$ cat src/rtl/d2x_hazard_ctrl.sv
// d2x_hazard_ctrl
//   Hazard and sequencing controller that sits in decode beside the D->X pipeline register.
//   It keeps shadow copies of the X- and M-stage destination info and produces these controls:
//     - stall / bubble / flush / memory-hold
//     - the x2x / m2x forwarding selects that the D->X register captures
//
//   Ports
//     clk, rst                 clock (rising edge), asynchronous active-low reset
//     rdA*/rdB*                source register specifiers and read-valids of the decode instr
//     regWrtD, wrtRegD         decode instr writes register wrtRegD
//     readEnD                  decode instr is a load
//     brchTakenX               taken branch/jump resolved in X this cycle
//     memBusy                  data memory not done; whole pipe freezes
//     stallF, stallD           hold PC / F->D register
//     bubbleD                  NOP the control fields entering D->X
//     flushF                   squash the instr in F->D
//     holdX                    freeze D->X and everything downstream
//     x2x*/m2x*CntrlD          forwarding selects for ALU operands A/B
//
//   Optional build macro HAZ_PERF_CNT_EN adds two saturating 16-bit counters:
//     - stallCnt: load-use stall cycles
//     - flushCnt: branch flushes
module d2x_hazard_ctrl #(
   parameter int unsigned REG_BITS = 3
) (
   input  logic                clk,
   input  logic                rst,
   input  logic [REG_BITS-1:0] rdARegD,
   input  logic                rdAValidD,
   input  logic [REG_BITS-1:0] rdBRegD,
   input  logic                rdBValidD,
   input  logic                regWrtD,
   input  logic [REG_BITS-1:0] wrtRegD,
   input  logic                readEnD,
   input  logic                brchTakenX,
   input  logic                memBusy,
   output logic                stallF,
   output logic                stallD,
   output logic                bubbleD,
   output logic                flushF,
   output logic                holdX,
   output logic                x2xACntrlD,
   output logic                x2xBCntrlD,
   output logic                m2xACntrlD,
   output logic                m2xBCntrlD
`ifdef HAZ_PERF_CNT_EN
   ,
   output logic [15:0]         stallCnt,
   output logic [15:0]         flushCnt
`endif
);

   typedef enum logic [1:0] {StRun, StLdStall, StMemWait} state_e;

   state_e              state_q, state_d;
   logic                x_reg_wrt_q, x_reg_wrt_d;
   logic [REG_BITS-1:0] x_wrt_reg_q, x_wrt_reg_d;
   logic                x_read_en_q, x_read_en_d;
   logic                m_reg_wrt_q, m_reg_wrt_d;
   logic [REG_BITS-1:0] m_wrt_reg_q, m_wrt_reg_d;

   logic hold, brch, lu_hit, ld_use, kill, fwd_ok;
   logic x_match_a, x_match_b, m_match_a, m_match_b;
   logic x2x_a_raw, x2x_b_raw;

   // Hazard decode and output generation
   always_comb begin
      // Gating with rst keeps every output low while reset is held, even with memBusy high.
      hold   = rst & memBusy;
      brch   = rst & brchTakenX & ~memBusy;

      x_match_a = rdAValidD & x_reg_wrt_q & (x_wrt_reg_q == rdARegD);
      x_match_b = rdBValidD & x_reg_wrt_q & (x_wrt_reg_q == rdBRegD);
      m_match_a = rdAValidD & m_reg_wrt_q & (m_wrt_reg_q == rdARegD);
      m_match_b = rdBValidD & m_reg_wrt_q & (m_wrt_reg_q == rdBRegD);

      lu_hit = x_read_en_q & (x_match_a | x_match_b);
      // Branch and memory stall both outrank load-use.
      // LDSTALL never re-stalls: its bubble already cleared X.
      ld_use = lu_hit & ~memBusy & ~brchTakenX & (state_q != StLdStall);
      kill   = brch | ld_use;
      fwd_ok = ~(kill | hold);

      x2x_a_raw = x_match_a & ~x_read_en_q;
      x2x_b_raw = x_match_b & ~x_read_en_q;

      holdX      = hold;
      stallF     = hold | ld_use;
      stallD     = hold | ld_use;
      bubbleD    = kill;
      flushF     = brch;
      // The youngest producer wins: an X match suppresses the M select.
      x2xACntrlD = fwd_ok & x2x_a_raw;
      x2xBCntrlD = fwd_ok & x2x_b_raw;
      m2xACntrlD = fwd_ok & m_match_a & ~x2x_a_raw;
      m2xBCntrlD = fwd_ok & m_match_b & ~x2x_b_raw;
   end

   // Shadow pipeline and state next-state
   always_comb begin
      x_reg_wrt_d = x_reg_wrt_q;
      x_wrt_reg_d = x_wrt_reg_q;
      x_read_en_d = x_read_en_q;
      m_reg_wrt_d = m_reg_wrt_q;
      m_wrt_reg_d = m_wrt_reg_q;
      state_d     = state_q;

      if (!hold) begin
         x_reg_wrt_d = regWrtD & ~kill;
         x_wrt_reg_d = wrtRegD;
         x_read_en_d = readEnD & ~kill;
         m_reg_wrt_d = x_reg_wrt_q;
         m_wrt_reg_d = x_wrt_reg_q;
      end

      if (hold) begin
         state_d = StMemWait;
      end else begin
         unique case (state_q)
            StRun:     state_d = ld_use ? StLdStall : StRun;
            StLdStall: state_d = StRun;
            StMemWait: state_d = ld_use ? StLdStall : StRun;
            default:   state_d = StRun;
         endcase
      end
   end

   always_ff @(posedge clk or negedge rst) begin
      if (!rst) begin
         state_q     <= StRun;
         x_reg_wrt_q <= 1'b0;
         x_wrt_reg_q <= '0;
         x_read_en_q <= 1'b0;
         m_reg_wrt_q <= 1'b0;
         m_wrt_reg_q <= '0;
      end else begin
         state_q     <= state_d;
         x_reg_wrt_q <= x_reg_wrt_d;
         x_wrt_reg_q <= x_wrt_reg_d;
         x_read_en_q <= x_read_en_d;
         m_reg_wrt_q <= m_reg_wrt_d;
         m_wrt_reg_q <= m_wrt_reg_d;
      end
   end

`ifdef HAZ_PERF_CNT_EN
   logic [15:0] stall_cnt_q, stall_cnt_d;
   logic [15:0] flush_cnt_q, flush_cnt_d;

   // ld_use and brch are already low while holdX is high, so frozen cycles never count.
   always_comb begin
      stall_cnt_d = stall_cnt_q;
      flush_cnt_d = flush_cnt_q;
      if (ld_use && (stall_cnt_q != 16'hFFFF)) begin
         stall_cnt_d = stall_cnt_q + 16'd1;
      end
      if (brch && (flush_cnt_q != 16'hFFFF)) begin
         flush_cnt_d = flush_cnt_q + 16'd1;
      end
   end

   always_ff @(posedge clk or negedge rst) begin
      if (!rst) begin
         stall_cnt_q <= '0;
         flush_cnt_q <= '0;
      end else begin
         stall_cnt_q <= stall_cnt_d;
         flush_cnt_q <= flush_cnt_d;
      end
   end

   assign stallCnt = stall_cnt_q;
   assign flushCnt = flush_cnt_q;
`endif

endmodule
$ cat config.mk
export PLATFORM = sky130hd
export DESIGN_NAME = d2x_hazard_ctrl
export DESIGN_NICKNAME = d
export VERILOG_FILES = /design/src/rtl/d2x_hazard_ctrl.sv
export SDC_FILE = /design/constraint.sdc
export NUM_CORES = 1
export LEC_CHECK = 0
export CAP_MARGIN = 40
export CORE_UTILIZATION = 45
export CTS_CLUSTER_SIZE = 12
export DETAILED_ROUTE_END_ITERATION = 10
export PLACE_DENSITY_LB_ADDON = 0.08
export SETUP_SLACK_MARGIN = 0.3
export SLEW_MARGIN = 20
export SYNTH_ARGS = -nofsm -noshare
export SYNTH_HDL_FRONTEND = slang
export SYNTH_SLANG_ARGS = --single-unit
export TNS_END_PERCENT = 5
$ cat constraint.sdc
create_clock -name clk -period 2.7 [get_ports clk]
set_input_delay 0.54 -clock clk [delete_from_list [all_inputs] [get_ports clk]]
set_output_delay 0.54 -clock clk [all_outputs]
set_load 0.005 [all_outputs]
==> results.md <==
* Status: completed
* Crit Path Class: input pin to output pin
* Count of input and output buffers at 25
* Initial antenna violation count at 0
* Met3 WL at 64 µm
* Pre-CTS WS at -93.9 ps
* M1 WL at 739 µm
* Routed length on met2 at 917 µm
* Ys flop type: dfrtp_1
* Post-synthesis cell count at 65
* Fin Hold WS at 353 ps
* Post-synth top area share at 0.414
* Drt via density at 5.33
* Gr usage total at 0.248
* Maxcap violations at 0
* H-tree depth at 1
* Leakage power at 0.000534 µW
* Number of synthesized flops with an enable pin at 0
* Diodes inserted at 0
* Clock Latency Late Sink at 260 ps
* Critical path's top delay family: buffers and inverters
* Worst slew margin at 0.819
* Final hold vios at 0
* Final core utilization at 0.811
* Fin crit period at 2430 ps
* Nets at 123
* Post-route ant nets at 0
* DR iter-0 viols at 8
* Cell breakdown of the critical path: dlygate4sd2_1 -> xnor2_2 -> nand4b_1 -> a21oi_2 -> buf_4 -> buf_4 -> nor3_1 -> dlygate4sd2_1
* Seq cells post-synth at 11
* Multi-input combinational cell area at 430 µm²
* I/O Pins at 26
* Net count after synthesis at 82
* Worst IR Drop VDD at 0.317 mV
* Slowest stage delay, CP at 280 ps
* Ys async rst share at 1.00
* Top layer reached by signal wires: met4
* Die area at 1630 µm²
* Register Area at 275 µm²
* Slack of the worst reg-to-reg path at 1110 ps
* Pwr/cell area at 395 nW/µm²
* Achievable Freq at 411 MHz
* Initial core utilization at 0.498
* Area contributors post-synth: dfrtp_1 (41%), mux2_2 (12%), xnor2_1 (11%), xor2_1 (5.3%), nand4_1 (3.8%)
* CTS Sinks at 11
* WL/cell at 14.6 µm
* Crit share post-route at 0.901
* Placed Cells at 113
* Congestion Overflow GR at 0
* Tightest Pin Transition at 272 ps
* Final wirelength at 1760 µm
* Die W at 40.4 µm
* Core Area at 1330 µm²
* Syn avg cell area at 10.2 µm²
* Final setup vio count at 0
* Number of CTS-inserted buffers at 3
* Cell Rows at 13
* TritonRoute pass-1 iters at 4
* Via count at 639
* Root Driver: clkbuf_4
* Arrival @ worst endpoint at 1890 ps
* Final Max Tran Viols at 0
* Clock Pin Slew Worst Setup and Hold Paths at 70 ps
* Hpwl dp at 1360 µm
* First-pass GRT wire length at 2550 µm
* Clock Skew at 0.269 ps
* RSZ-0062 raised after global routing: true
* Seq/Total Area, Yosys at 0.414
* Cell taking the most area after synthesis: dfrtp_1
* Fill count at 87
* Maximum fanout along the worst path at 4
* Final Non-Filler Cells at 120
* Synth unique cells at 22
* Vias in the first global route at 565
* Final WS setup at 268 ps
* CTS tree: built
* Startpoint types: input pin
* Die H at 40.4 µm
* Worst path slowest cell: dlygate4sd2_1
* Clock Tree Buf Depth at 2
* Fraction of layout cells with a size suffix above 1 at 0.333
* Worst endpoint required time at 2160 ps
* Cell Area, Synth at 664 µm²
* Worst Path Buf+Inv at 4
* Class of the worst hold path: input pin to async pin
* Area grow syn2layout at 62.9%
* Final RePlAce weighted congestion at 0.811
* Pin count of the biggest net entering global routing at 10
* Remaining DRCs at 0
* Endpoint class of the critical path: output pin
* Yosys warnings at 0
==> synthesized netlist by cell type, types with 2 or more instances <==
master,instances
dfrtp_1,11
nor3_1,3
nand4_1,4
nand2_1,4
and3b_1,2
nor2_1,3
nand4b_1,2
or2_2,2
o2bb2ai_1,2
inv_1,2
xnor2_1,8
nand3_1,3
mux2_2,7
xor2_1,4
==> sequential cells by signal, indices dropped and copies added, names as in the netlist <==
name	count
x_reg_wrt_q	1
x_read_en_q	1
m_wrt_reg_q	3
x_wrt_reg_q	3
m_reg_wrt_q	1
state_q	2
==> placed cells by master, fill, tap and decap left out, drive strengths merged, types with 2 or more instances in the layout <==
cell type and instances:
and3b 2, buf 12, clkbuf 5, clkdlybuf4s50 8
dfrtp 11, dlygate4sd2 14, inv 2, mux2 7
nand2 5, nand3 3, nand4 4, nand4b 2
nor2 3, nor3 3, o2bb2ai 2, or2 2
xnor2 8, xor2 4
==> per-stage QoR <==
step	total power [µW]	instance area, µm²	TNS (ps)
floorplan	250	664	0
global placement	307	993	-168
detailed placement	311	993	-420
CTS	425	1070	0
global route	450	1080	0
finish	427	1080	0
==> final timing paths <==
check                                           startpoint                    endpoint  cells after the start
worst max-delay path                            rdARegD[2]                  m2xBCntrlD                      8
worst min-delay path                                   rst        state_q[1]$_DFF_PN0_                      2
worst max register to register  x_wrt_reg_q[2]$_DFFE_PN0N_        state_q[0]$_DFF_PN0_                      7
worst min register to register     m_reg_wrt_q$_DFFE_PN0N_     m_reg_wrt_q$_DFFE_PN0N_                      1
max in group asynchronous                              rst  m_wrt_reg_q[0]$_DFFE_PN0N_                      2
min in group clk                   m_reg_wrt_q$_DFFE_PN0N_     m_reg_wrt_q$_DFFE_PN0N_                      1
==> repair_timing <==
| item | in CTS | in global routing |
|---|---|---|
| gates cloned | 0 | 0 |
| pin swaps | 5 | 5 |
| gates resized for setup | 24 | 6 |
| endpoints found under the setup margin | 9 | 7 |
| hold buffers | 0 | 0 |
| setup buffers | 3 | 0 |
==> cells by family after synthesis <==
logic type	Yosys count	share of synthesized area
AOI/OAI and AO/OA	4	0.0471
xor gates and xnor gates	12	0.158
and+or+nand+nor	27	0.234
DFF	11	0.414
muxes	7	0.119
buffers and inverters	4	0.0283
==> where the power goes <==
group          internal (µW)  total [µW]  switching, µW
logic                   72.7         121           48.0
clock network           57.0         107           50.2
registers                179         199           19.9
==> layout make-up <==
| type | count | area share |
|---|---|---|
| Clock buffer | 4 | 0.0243 |
| Timing Repair Buffer | 37 | 0.296 |
| Sequential cell | 11 | 0.254 |
| Inverter | 3 | 0.0104 |
| Multi-Input combinational cell | 50 | 0.398 |
| Tap cell | 15 | 0.0173 |
==> routing by layer <==
| layer | track usage | vias to the layer above |
|---|---|---|
| li1 | - | 312 |
| met1 | 0.297 | 302 |
| met2 | 0.429 | 21 |
| met3 | 0.0222 | 4 |
| met4 | 0.142 | 0 |
| met5 | 0 | - |
Note: power is estimated with default switching activity, not from simulation.
